## src/rtl/uart_tx_cfg.sv

```systemverilog
// Parametrised UART transmitter with a one-entry holding register.
// Data width, parity mode and stop-bit count are fixed at elaboration.
module uart_tx_cfg #(
  parameter int unsigned CLKS_PER_BIT = 2000000,
  parameter int unsigned DATA_BITS    = 8,
  parameter int unsigned PARITY       = 0,
  parameter int unsigned STOP_BITS    = 1
) (
  input  logic                 Clk,
  input  logic                 Rst,
  input  logic                 Tx_Valid,
  input  logic [DATA_BITS-1:0] Tx_Data,
  output logic                 Tx_Ready,
  output logic                 Tx_Serial,
  output logic                 Tx_Active,
  output logic                 Tx_Done
);

  if (CLKS_PER_BIT < 2) begin : g_bad_cpb
    $error("uart_tx_cfg: CLKS_PER_BIT must be >= 2");
  end
  if (DATA_BITS < 5 || DATA_BITS > 9) begin : g_bad_db
    $error("uart_tx_cfg: DATA_BITS must be 5..9");
  end
  if (PARITY > 2) begin : g_bad_par
    $error("uart_tx_cfg: PARITY must be 0, 1 or 2");
  end
  if (STOP_BITS < 1 || STOP_BITS > 2) begin : g_bad_sb
    $error("uart_tx_cfg: STOP_BITS must be 1 or 2");
  end

  localparam logic [31:0] CNT_LAST = 32'(CLKS_PER_BIT - 1);
  localparam logic [3:0]  DB_LAST  = 4'(DATA_BITS - 1);
  localparam logic [3:0]  SB_LAST  = 4'(STOP_BITS - 1);
  localparam logic        HAS_PAR  = (PARITY != 0);
  localparam logic        ODD_PAR  = (PARITY == 1);

  typedef enum logic [2:0] {
    S_IDLE,
    S_START,
    S_DATA,
    S_PAR,
    S_STOP
  } state_t;

  state_t               state_q, state_d;
  logic [31:0]          cnt_q, cnt_d;
  logic [3:0]           idx_q, idx_d;
  logic [DATA_BITS-1:0] sh_q, sh_d;
  logic [DATA_BITS-1:0] hold_q;
  logic                 par_q, par_d;
  logic                 hold_full_q, hold_full_d;
  logic                 accept, xfer;
  logic                 bit_end;
  logic                 ser_d, done_d;

  assign accept  = Tx_Valid & Tx_Ready;
  assign bit_end = (cnt_q == CNT_LAST);

  always_comb begin
    state_d = state_q;
    cnt_d   = cnt_q;
    idx_d   = idx_q;
    sh_d    = sh_q;
    par_d   = par_q;
    xfer    = 1'b0;
    done_d  = 1'b0;
    ser_d   = 1'b1;
    if (state_q != S_IDLE) begin
      cnt_d = bit_end ? 32'd0 : cnt_q + 32'd1;
    end
    unique case (state_q)
      S_IDLE: begin
        if (hold_full_q) begin
          xfer    = 1'b1;
          state_d = S_START;
        end
      end
      S_START: begin
        ser_d = 1'b0;
        if (bit_end) begin
          idx_d   = 4'd0;
          state_d = S_DATA;
        end
      end
      S_DATA: begin
        ser_d = sh_q[0];
        if (bit_end) begin
          sh_d = sh_q >> 1;
          if (idx_q == DB_LAST) begin
            idx_d   = 4'd0;
            state_d = HAS_PAR ? S_PAR : S_STOP;
          end else begin
            idx_d = idx_q + 4'd1;
          end
        end
      end
      S_PAR: begin
        ser_d = par_q;
        if (bit_end) begin
          idx_d   = 4'd0;
          state_d = S_STOP;
        end
      end
      S_STOP: begin
        if (bit_end) begin
          if (idx_q == SB_LAST) begin
            done_d  = 1'b1;
            idx_d   = 4'd0;
            xfer    = hold_full_q;
            state_d = hold_full_q ? S_START : S_IDLE;
          end else begin
            idx_d = idx_q + 4'd1;
          end
        end
      end
      default: state_d = S_IDLE;
    endcase
    // Parity is frozen from the word as it enters the shifter.
    if (xfer) begin
      sh_d  = hold_q;
      par_d = (^hold_q) ^ ODD_PAR;
      cnt_d = 32'd0;
      idx_d = 4'd0;
    end
    hold_full_d = xfer ? 1'b0 : (accept | hold_full_q);
  end

  always_ff @(posedge Clk) begin
    if (Rst) begin
      state_q     <= S_IDLE;
      cnt_q       <= '0;
      idx_q       <= '0;
      sh_q        <= '0;
      par_q       <= 1'b0;
      hold_q      <= '0;
      hold_full_q <= 1'b0;
      Tx_Ready    <= 1'b0;
      Tx_Serial   <= 1'b1;
      Tx_Active   <= 1'b0;
      Tx_Done     <= 1'b0;
    end else begin
      state_q     <= state_d;
      cnt_q       <= cnt_d;
      idx_q       <= idx_d;
      sh_q        <= sh_d;
      par_q       <= par_d;
      if (accept) hold_q <= Tx_Data;
      hold_full_q <= hold_full_d;
      Tx_Ready    <= ~hold_full_d;
      Tx_Serial   <= ser_d;
      Tx_Active   <= (state_q != S_IDLE);
      Tx_Done     <= done_d;
    end
  end

endmodule

```

## config.mk

```make
export PLATFORM = sky130hd
export DESIGN_NAME = uart_tx_cfg
export DESIGN_NICKNAME = d
export VERILOG_FILES = /design/src/rtl/uart_tx_cfg.sv
export SDC_FILE = /design/constraint.sdc
export NUM_CORES = 1
export LEC_CHECK = 0
export CAP_MARGIN = 5
export CORE_UTILIZATION = 35
export CTS_CLUSTER_SIZE = 28
export DETAILED_ROUTE_END_ITERATION = 10
export GPL_TIMING_DRIVEN = 0
export PLACE_DENSITY = 0.52
export SLEW_MARGIN = 5
export SYNTH_ARGS = -nofsm -noshare
export SYNTH_HDL_FRONTEND = slang
export SYNTH_SLANG_ARGS = --single-unit
```

## constraint.sdc

```tcl
create_clock -name Clk -period 2.75 [get_ports Clk]
set_input_delay 0.4125 -clock Clk [delete_from_list [all_inputs] [get_ports Clk]]
set_output_delay 0.4125 -clock Clk [all_outputs]
set_load 0.03 [all_outputs]
```

Word-level counts from Yosys, hierarchy flattened
Cells that the tools add are included.
{ "totals": {"input_bits": 11, "output_inout_bits": 4, "ff_bits": 61} }
{ "op_classes": {"mux": 26, "bitwise": 5, "eq_ne": 14, "add_sub_neg": 2, "n_reduce_logical": 13} }
{ "op_table": {"columns": ["cell", "n"], "rows": [
  ["32-bit by 1-bit adder with 32-bit output (second input constant)", 1],
  ["32-bit by 21-bit equality test with 1-bit output (second input constant)", 1],
  ["32-bit two-way mux", 1],
  ["8-bit two-way mux", 3],
  ["3-bit two-way mux", 7],
  ["4-bit two-way mux", 5],
  ["3-bit case mux with 5 select lines", 1],
  ["2-bit != test (second input constant)", 7],
  ["4-bit case mux with 3 select lines", 1],
  ["8-bit parity", 1],
  ["7-bit AND reduction", 1],
  ["3-bit by 2-bit equality test with 1-bit output (second input constant)", 2],
  ["1-bit two-way mux", 6],
  ["3-bit nonzero test", 2],
  ["4-bit by 1-bit adder with 4-bit output (second input constant)", 1],
  ["4-bit by 3-bit equality test with 1-bit output (second input constant)", 1],
  ["4-bit logical NOT", 1],
  ["4-bit AND reduction", 1],
  ["2-bit nonzero test", 2],
  ["2-bit OR reduction", 2],
  ["3-bit by 1-bit equality test with 1-bit output (second input constant)", 1],
  ["3-bit equality test (second input constant)", 1],
  ["3-bit logical NOT", 1],
  ["1-bit inverter", 3],
  ["other kinds (7)", 7]
]} }

Depth between registers and ports, before layout
Gate-level depths: netlist of the first run.
{ "logic_depth": {"ltp_word": 6, "ltp_mapped": 9, "mapped_depth_nobuf": 8} }

Worst setup path before layout of the first run
No wires, ideal clock.
{ "synth_timing": {"path_kind": "flip-flop to flip-flop", "startpoint": "register cnt_q[0]", "endpoint": "register idx_q[2]", "arrival_time_ns": 1.877, "path_stages_with_launch": 9, "synth_period_minus_slack_ns": 1.968, "path_slack_ns": 0.782, "n_path_buf": 1, "required_time_ns": 2.659, "path_cell_list": "dfxtp_1 > ha_1 > and3_1 > nand3_4 > nor4_4 > and3_1 > buf_4 > a41oi_2 > a311oi_1"} }
{ "synth_between": {"elab_chain_cells": 4, "word_cells_on_any_way": 8, "cone_classes": "4 x eq/ne; 2 x mux; 2 x reduce/logical"} }
{ "synth_rtl": {"columns": ["item", "line", "source"], "rows": [
  ["start, declared", "47", "logic [31:0] cnt_q, cnt_d;"],
  ["start signal, assigned", "144", "cnt_q <= cnt_d;"],
  ["32-bit by 21-bit equality test with 1-bit output (*)", "58", "assign bit_end = (cnt_q == CNT_LAST);"],
  ["1-bit two-way mux", "106", "if (bit_end) begin"],
  ["1-bit case mux with 2 select lines", "72", "unique case (state_q)"],
  ["2-bit OR reduction (no source line)", null, null],
  ["end signal, assigned", "145", "idx_q <= idx_d;"],
  ["end, declared", "48", "logic [3:0] idx_q, idx_d;"]
]} }
Mark *: on every way between the ends. The rest lies on a longest branch, timed or not.
A chain may end at the register's enable or synchronous reset.

Worst setup path after layout of the first run
{ "layout_timing": {"startpoint": "register cnt_q[0]", "endpoint": "register cnt_q[5]"} }
{ "layout_between": {"elab_chain_cells": 4, "word_cells_on_any_way": 6, "cone_classes": "1 x add/sub; 1 x eq/ne; 3 x mux; 1 x reduce/logical"} }
{ "layout_rtl": {"columns": ["item"], "rows": [
  ["parallel branches: the longest is 4 deep, another holds 32-bit by 1-bit adder with 32-bit output"]
]} }
Several ways; the timed one is not identified.

==> impl_metrics.ini, run 1 <==
[sta]
whs_ps = 457
finalHoldViolCount = 0
setup_ws_ps = 430
slew_violations = 0
fin_crit_ps = 2320
max_slew.worst_pin.slew_ps = 938
fmax_mhz = 431
rsz0062_at_grt = false
period_share_pct = 84.4
tns_ps = 0
slew_headroom_pct = 36.9
fin_worst_skew_ps = 13.8
setup_violations = 0

[pwr]
leakage_uw = 0.00118
peakVddDrop_mv = 0.268
powerDensity_nw_per_um2 = 618

[place]
dpl_worst_slack_ps = 464
io_buffers = 12
place_area_sq_um = 3210
hpwl_mm = 4.53
gp_congestion = 0.737

[die]
row_count = 33
ios = 15
coreArea_sq_um = 8220
die_area_sq_um = 8830
initial_core_util_pct = 36.0
fp.dieW_microns = 94.0
die_h_microns = 94.0

[clocking]
clock-root-buffer = clkbuf_8
clk_path_buf_depth = 2
cts_tree = done
cts-htree-levels = 3
cts.clk_slew.worst_paths_ps = 80
cts_buffers = 9
clkLatencyLatePin_ps = 350
cts.sinks = 61
cts_setup_buffers = 0
hold_buffers = 0
cts_resized = 0

[worst_setup_path]
critPathMaxFanout = 10
critPathLaunchType = register
arrival_ps = 2530
path_class = reg2reg
required_ps = 2960
r2r_end = cnt_q[5]
reg2regPathDepth = 7
rr_startpoint = cnt_q[0]
critPathCaptureType = register
ff2ff_setup_slack_ps = 430

[final_layout]
fillers = 826
area.sequential_sq_um = 1220
nets = 392
drive_gt1_share_pct = 8.36
multi_input_area_sq_um = 1650
area_growth_pct = 17.6
final_area_sq_um = 3480
final_util_pct = 42.4
antenna_cells = 0

[logic_synthesis]
synth_cell_type_count = 44
ys_async_sr_fraction_pct = 0
syn_inst = 355
synth_top_area_cell = dfxtp_1
synth_common_cells = 61 x dfxtp_1, 47 x nor2_1, 42 x nand2_1
synth_area_leaders = dfxtp_1 41%, nor2_1 6.0%, nand2_1 5.3%
yosysMostFrequentCell = dfxtp_1
avgSynthCellArea_sq_um = 8.34
synth-seq-cells = 61
synth_edf_count = 0
yosys.area.top_type_share_pct = 41.2
synth_ff_type = dfxtp_1
ys_seq_area_share_pct = 41.2
synth-warning-count = 0
synth.cell_area_sq_um = 2960
syn-num-nets = 369

[routing]
drt-vias-per-instance = 5.11
wirelength_mm = 6.36
ant_nets = 0
post_drt_wl_per_cell_microns = 13.0
first_iter_violations = 110
first_pass_iters = 4
via_count = 2494
drcViolationCount = 0

[min_path]
hold_end = sh_q[0]
hold_depth = 2
hold_path_class = in2reg
min-delay-start = Rst

[global_route]
antenna_found_initial = 0
grt_pass1_wl_mm = 11.1
grt_pass1_vias = 2386
grt_max_degree = 13
track_usage_pct = 16.3
gr-total-overflow = 0

[status]
outcome = completed

[flow_run]
cap_violations = 0
per-layer routing:
| metal | routed length (microns) | GRT usage, % | up-vias |
|---|---|---|---|
| met5 | 0 | 0 | - |
| met1 | 3240 | 21.2 | 1169 |
| li1 | - | - | 1293 |
| met2 | 2840 | 25.4 | 20 |
| met4 | 133 | 8.08 | 0 |
| met3 | 141 | 3.48 | 12 |
registers in the layout, indices dropped and copies added (netlist names):
name and flops:
state_q 3, Tx_Done 1, sh_q 8, Tx_Active 1
par_q 1, hold_q 8, Tx_Serial 1, Tx_Ready 1
idx_q 4, cnt_q 32, hold_full_q 1
layout make-up:
cell class,count,share of cell area [%]
Inverter,8,0.862
Tap cell,105,3.77
Buffer,13,1.62
Multi-Input combinational cell,273,47.5
Sequential cell,61,35.1
Timing Repair Buffer,12,3.45
Clock buffer,9,3.56
Clock inverter,7,4.20
cell families after synthesis:
family	count (synthesis)	share of synthesized area (%)
buffers and inverters	21	2.91
AND/OR/NAND/NOR	185	33.6
adder cells (fa/ha/maj)	3	1.27
multiplexers	4	1.35
flip-flops	61	41.2
AO/OA/AOI/OAI	51	10.8
XOR/XNOR	30	8.87
metrics by stage:
stage               cells  total power (uW)
finish                488              2150
global route          488              2230
CTS                   488              2180
detailed placement    472              1090
global placement      472              1080
floorplan             355              1040
worst max path at each step:
stage	start	end	slack [ps]	cells after the start
2_1_floorplan	cnt_q[0]	idx_q[2]	780	8
3_3_place_gp	cnt_q[0]	cnt_q[4]	480	7
3_5_place_dp	cnt_q[0]	cnt_q[5]	460	7
4_1_cts	cnt_q[0]	cnt_q[4]	430	7
5_1_grt	cnt_q[0]	cnt_q[4]	210	7
6_report	cnt_q[0]	cnt_q[5]	430	7
worst max-delay path: stages (launching register included):
cell      delay, ps
dfxtp_1         390
ha_1            220
and3_1          230
nand3_4         120
nor4_4          470
a211o_2         250
clkbuf_1        400
nor2_1          100
layout by cell type, fill, tap and decap left out, drive strengths merged, types with 4 or more instances in the layout:
| cell type | n |
|---|---|
| dfxtp | 61 |
| nor2 | 47 |
| nand2 | 42 |
| nand3 | 29 |
| a21oi | 25 |
| clkbuf | 18 |
| xnor2 | 17 |
| xor2 | 13 |
| clkdlybuf4s50 | 12 |
| o21ai | 11 |
| and3 | 11 |
| nor3 | 11 |
| or3 | 10 |
| inv | 9 |
| nand4 | 8 |
| a311oi | 7 |
| and2 | 6 |
| nand2b | 5 |
| nor4 | 5 |
| mux2i | 4 |
| bufinv | 4 |
| buf | 4 |
power by group:
part / leakage [uW] / switching, uW / internal, uW
Sequential: 0.000494 / 16.0 / 907
Combinational: 0.000552 / 86.0 / 57.2
Clock: 0.000134 / 386 / 700
(Power assumes the default switching activity.)
==> run 2, diff against run 1 <==
Clock period 2.75 ns to 2.4 ns, I/O delays scaled along.
==> impl_metrics.ini, run 2 (synthesized netlist as in run 1, its figures left out) <==
[final_layout]
drive_gt1_share_pct = 10.4
layout_common_cells = 61 x dfxtp_1, 47 x nor2_1, 42 x nand2_1
area_growth_pct = 18.7
top_regs = cnt_q (32), hold_q (8), sh_q (8)
final_util_pct = 42.8
final_common_cell = dfxtp_1
nets = 395
antenna_cells = 0
largest_reg_flops = 32
regMostFlops = cnt_q

[sta]
max_slew.worst_pin.slew_ps = 966
slew_violations = 0
fin_worst_skew_ps = 14.5
slew_headroom_pct = 35.0
fin_crit_ps = 2240
finalHoldViolCount = 0
fmax_mhz = 446
period_share_pct = 93.5
setup_violations = 0
tns_ps = 0
rsz0062_at_grt = false

[place]
hpwl_mm = 4.53
gp_congestion = 0.737
io_buffers = 12

[routing]
dr_wl_met2_mm = 2.89
drt-vias-per-instance = 5.12
drcViolationCount = 0
wl_met1_mm = 3.18
via_count = 2516
first_iter_violations = 96
ant_nets = 0
top_layer = met4
post_drt_wl_per_cell_microns = 13.0
wirelength_mm = 6.37
first_pass_iters = 4
wl_met3_microns = 159

[clocking]
cts_buffers = 9
cts.clk_slew.worst_paths_ps = 80
clkLatencyLatePin_ps = 350
clk_path_buf_depth = 2
cts_tree = done
cts-htree-levels = 3
cts.sinks = 61
clock-root-buffer = clkbuf_8

[global_route]
antenna_found_initial = 0
grt_pass1_wl_mm = 11.1
grt_max_degree = 13
gr-total-overflow = 0
grt_pass1_vias = 2386
track_usage_pct = 16.3

[status]
outcome = completed

[min_path]
hold_path_class = in2reg
min-delay-start = Rst

[pwr]
leakage_uw = 0.00120
powerDensity_nw_per_um2 = 702
peakVddDrop_mv = 0.307

[worst_setup_path]
rr_startpoint = cnt_q[0]
critPathMaxFanout = 7
arrival_ps = 2500
crit_start = cnt_q[0]
critPathLaunchType = register
required_ps = 2660
critPathCaptureType = register
path_class = reg2reg

[die]
die_area_sq_um = 8830
coreArea_sq_um = 8220
fp.dieW_microns = 94.0
initial_core_util_pct = 36.0
die_h_microns = 94.0
row_count = 33
ios = 15

[flow_run]
cap_violations = 0
[run 2: routing by layer]
layer	GRT usage [%]	vias to the layer above
met4	8.08	0
met1	21.2	1176
met3	3.48	12
li1	-	1299
met5	0	-
met2	25.4	29
[run 2: critical path: stages (launching register included)]
cell and delay, ps:
dfxtp_1 390, ha_1 210, and3_1 230, nand3_4 120, nor4_4 470, and3_1 230, buf_4 140, a41oi_2 120
a311oi_1 250
[run 2: worst paths after layout]
path         slack, ps  cells after the start        to
max                160                      8  idx_q[2]
min                410                      2   sh_q[0]
min reg2reg        480                      2   sh_q[0]
max reg2reg        160                      8  idx_q[2]
[run 2: metrics by stage]
step	instances	hold WS [ps]	instance area [sq um]	power (uW)	setup slack, ps
final	491	409	3520	2470	156
after global routing	491	445	3520	2560	29.5
after CTS	488	409	3480	2500	81.0
after detailed placement	472	470	3210	1240	114
after global placement	472	466	3210	1240	125
after floorplan	355	455	2960	1190	432
[run 2: power breakdown]
part	switching [uW]	internal, uW
sequential	18.4	1040
combinational	98.1	67.0
clock	445	802
[run 2: final cells by class]
cell class | count | area (sq um)
buffer | 13 | 61.3
tap | 105 | 131
fill | 820 | 4700
timing repair buffer | 15 | 143
clock buffer | 9 | 124
inverter | 8 | 30.0
multi-input combinational | 273 | 1660
clock inverter | 7 | 146
sequential | 61 | 1220
[run 2: timing repair]
item                                    4_1_cts  5_1_grt
hold buffers                                  0        0
setup buffers                                 0        3
gates resized for setup                       0        9
endpoints found under the setup margin        0       34
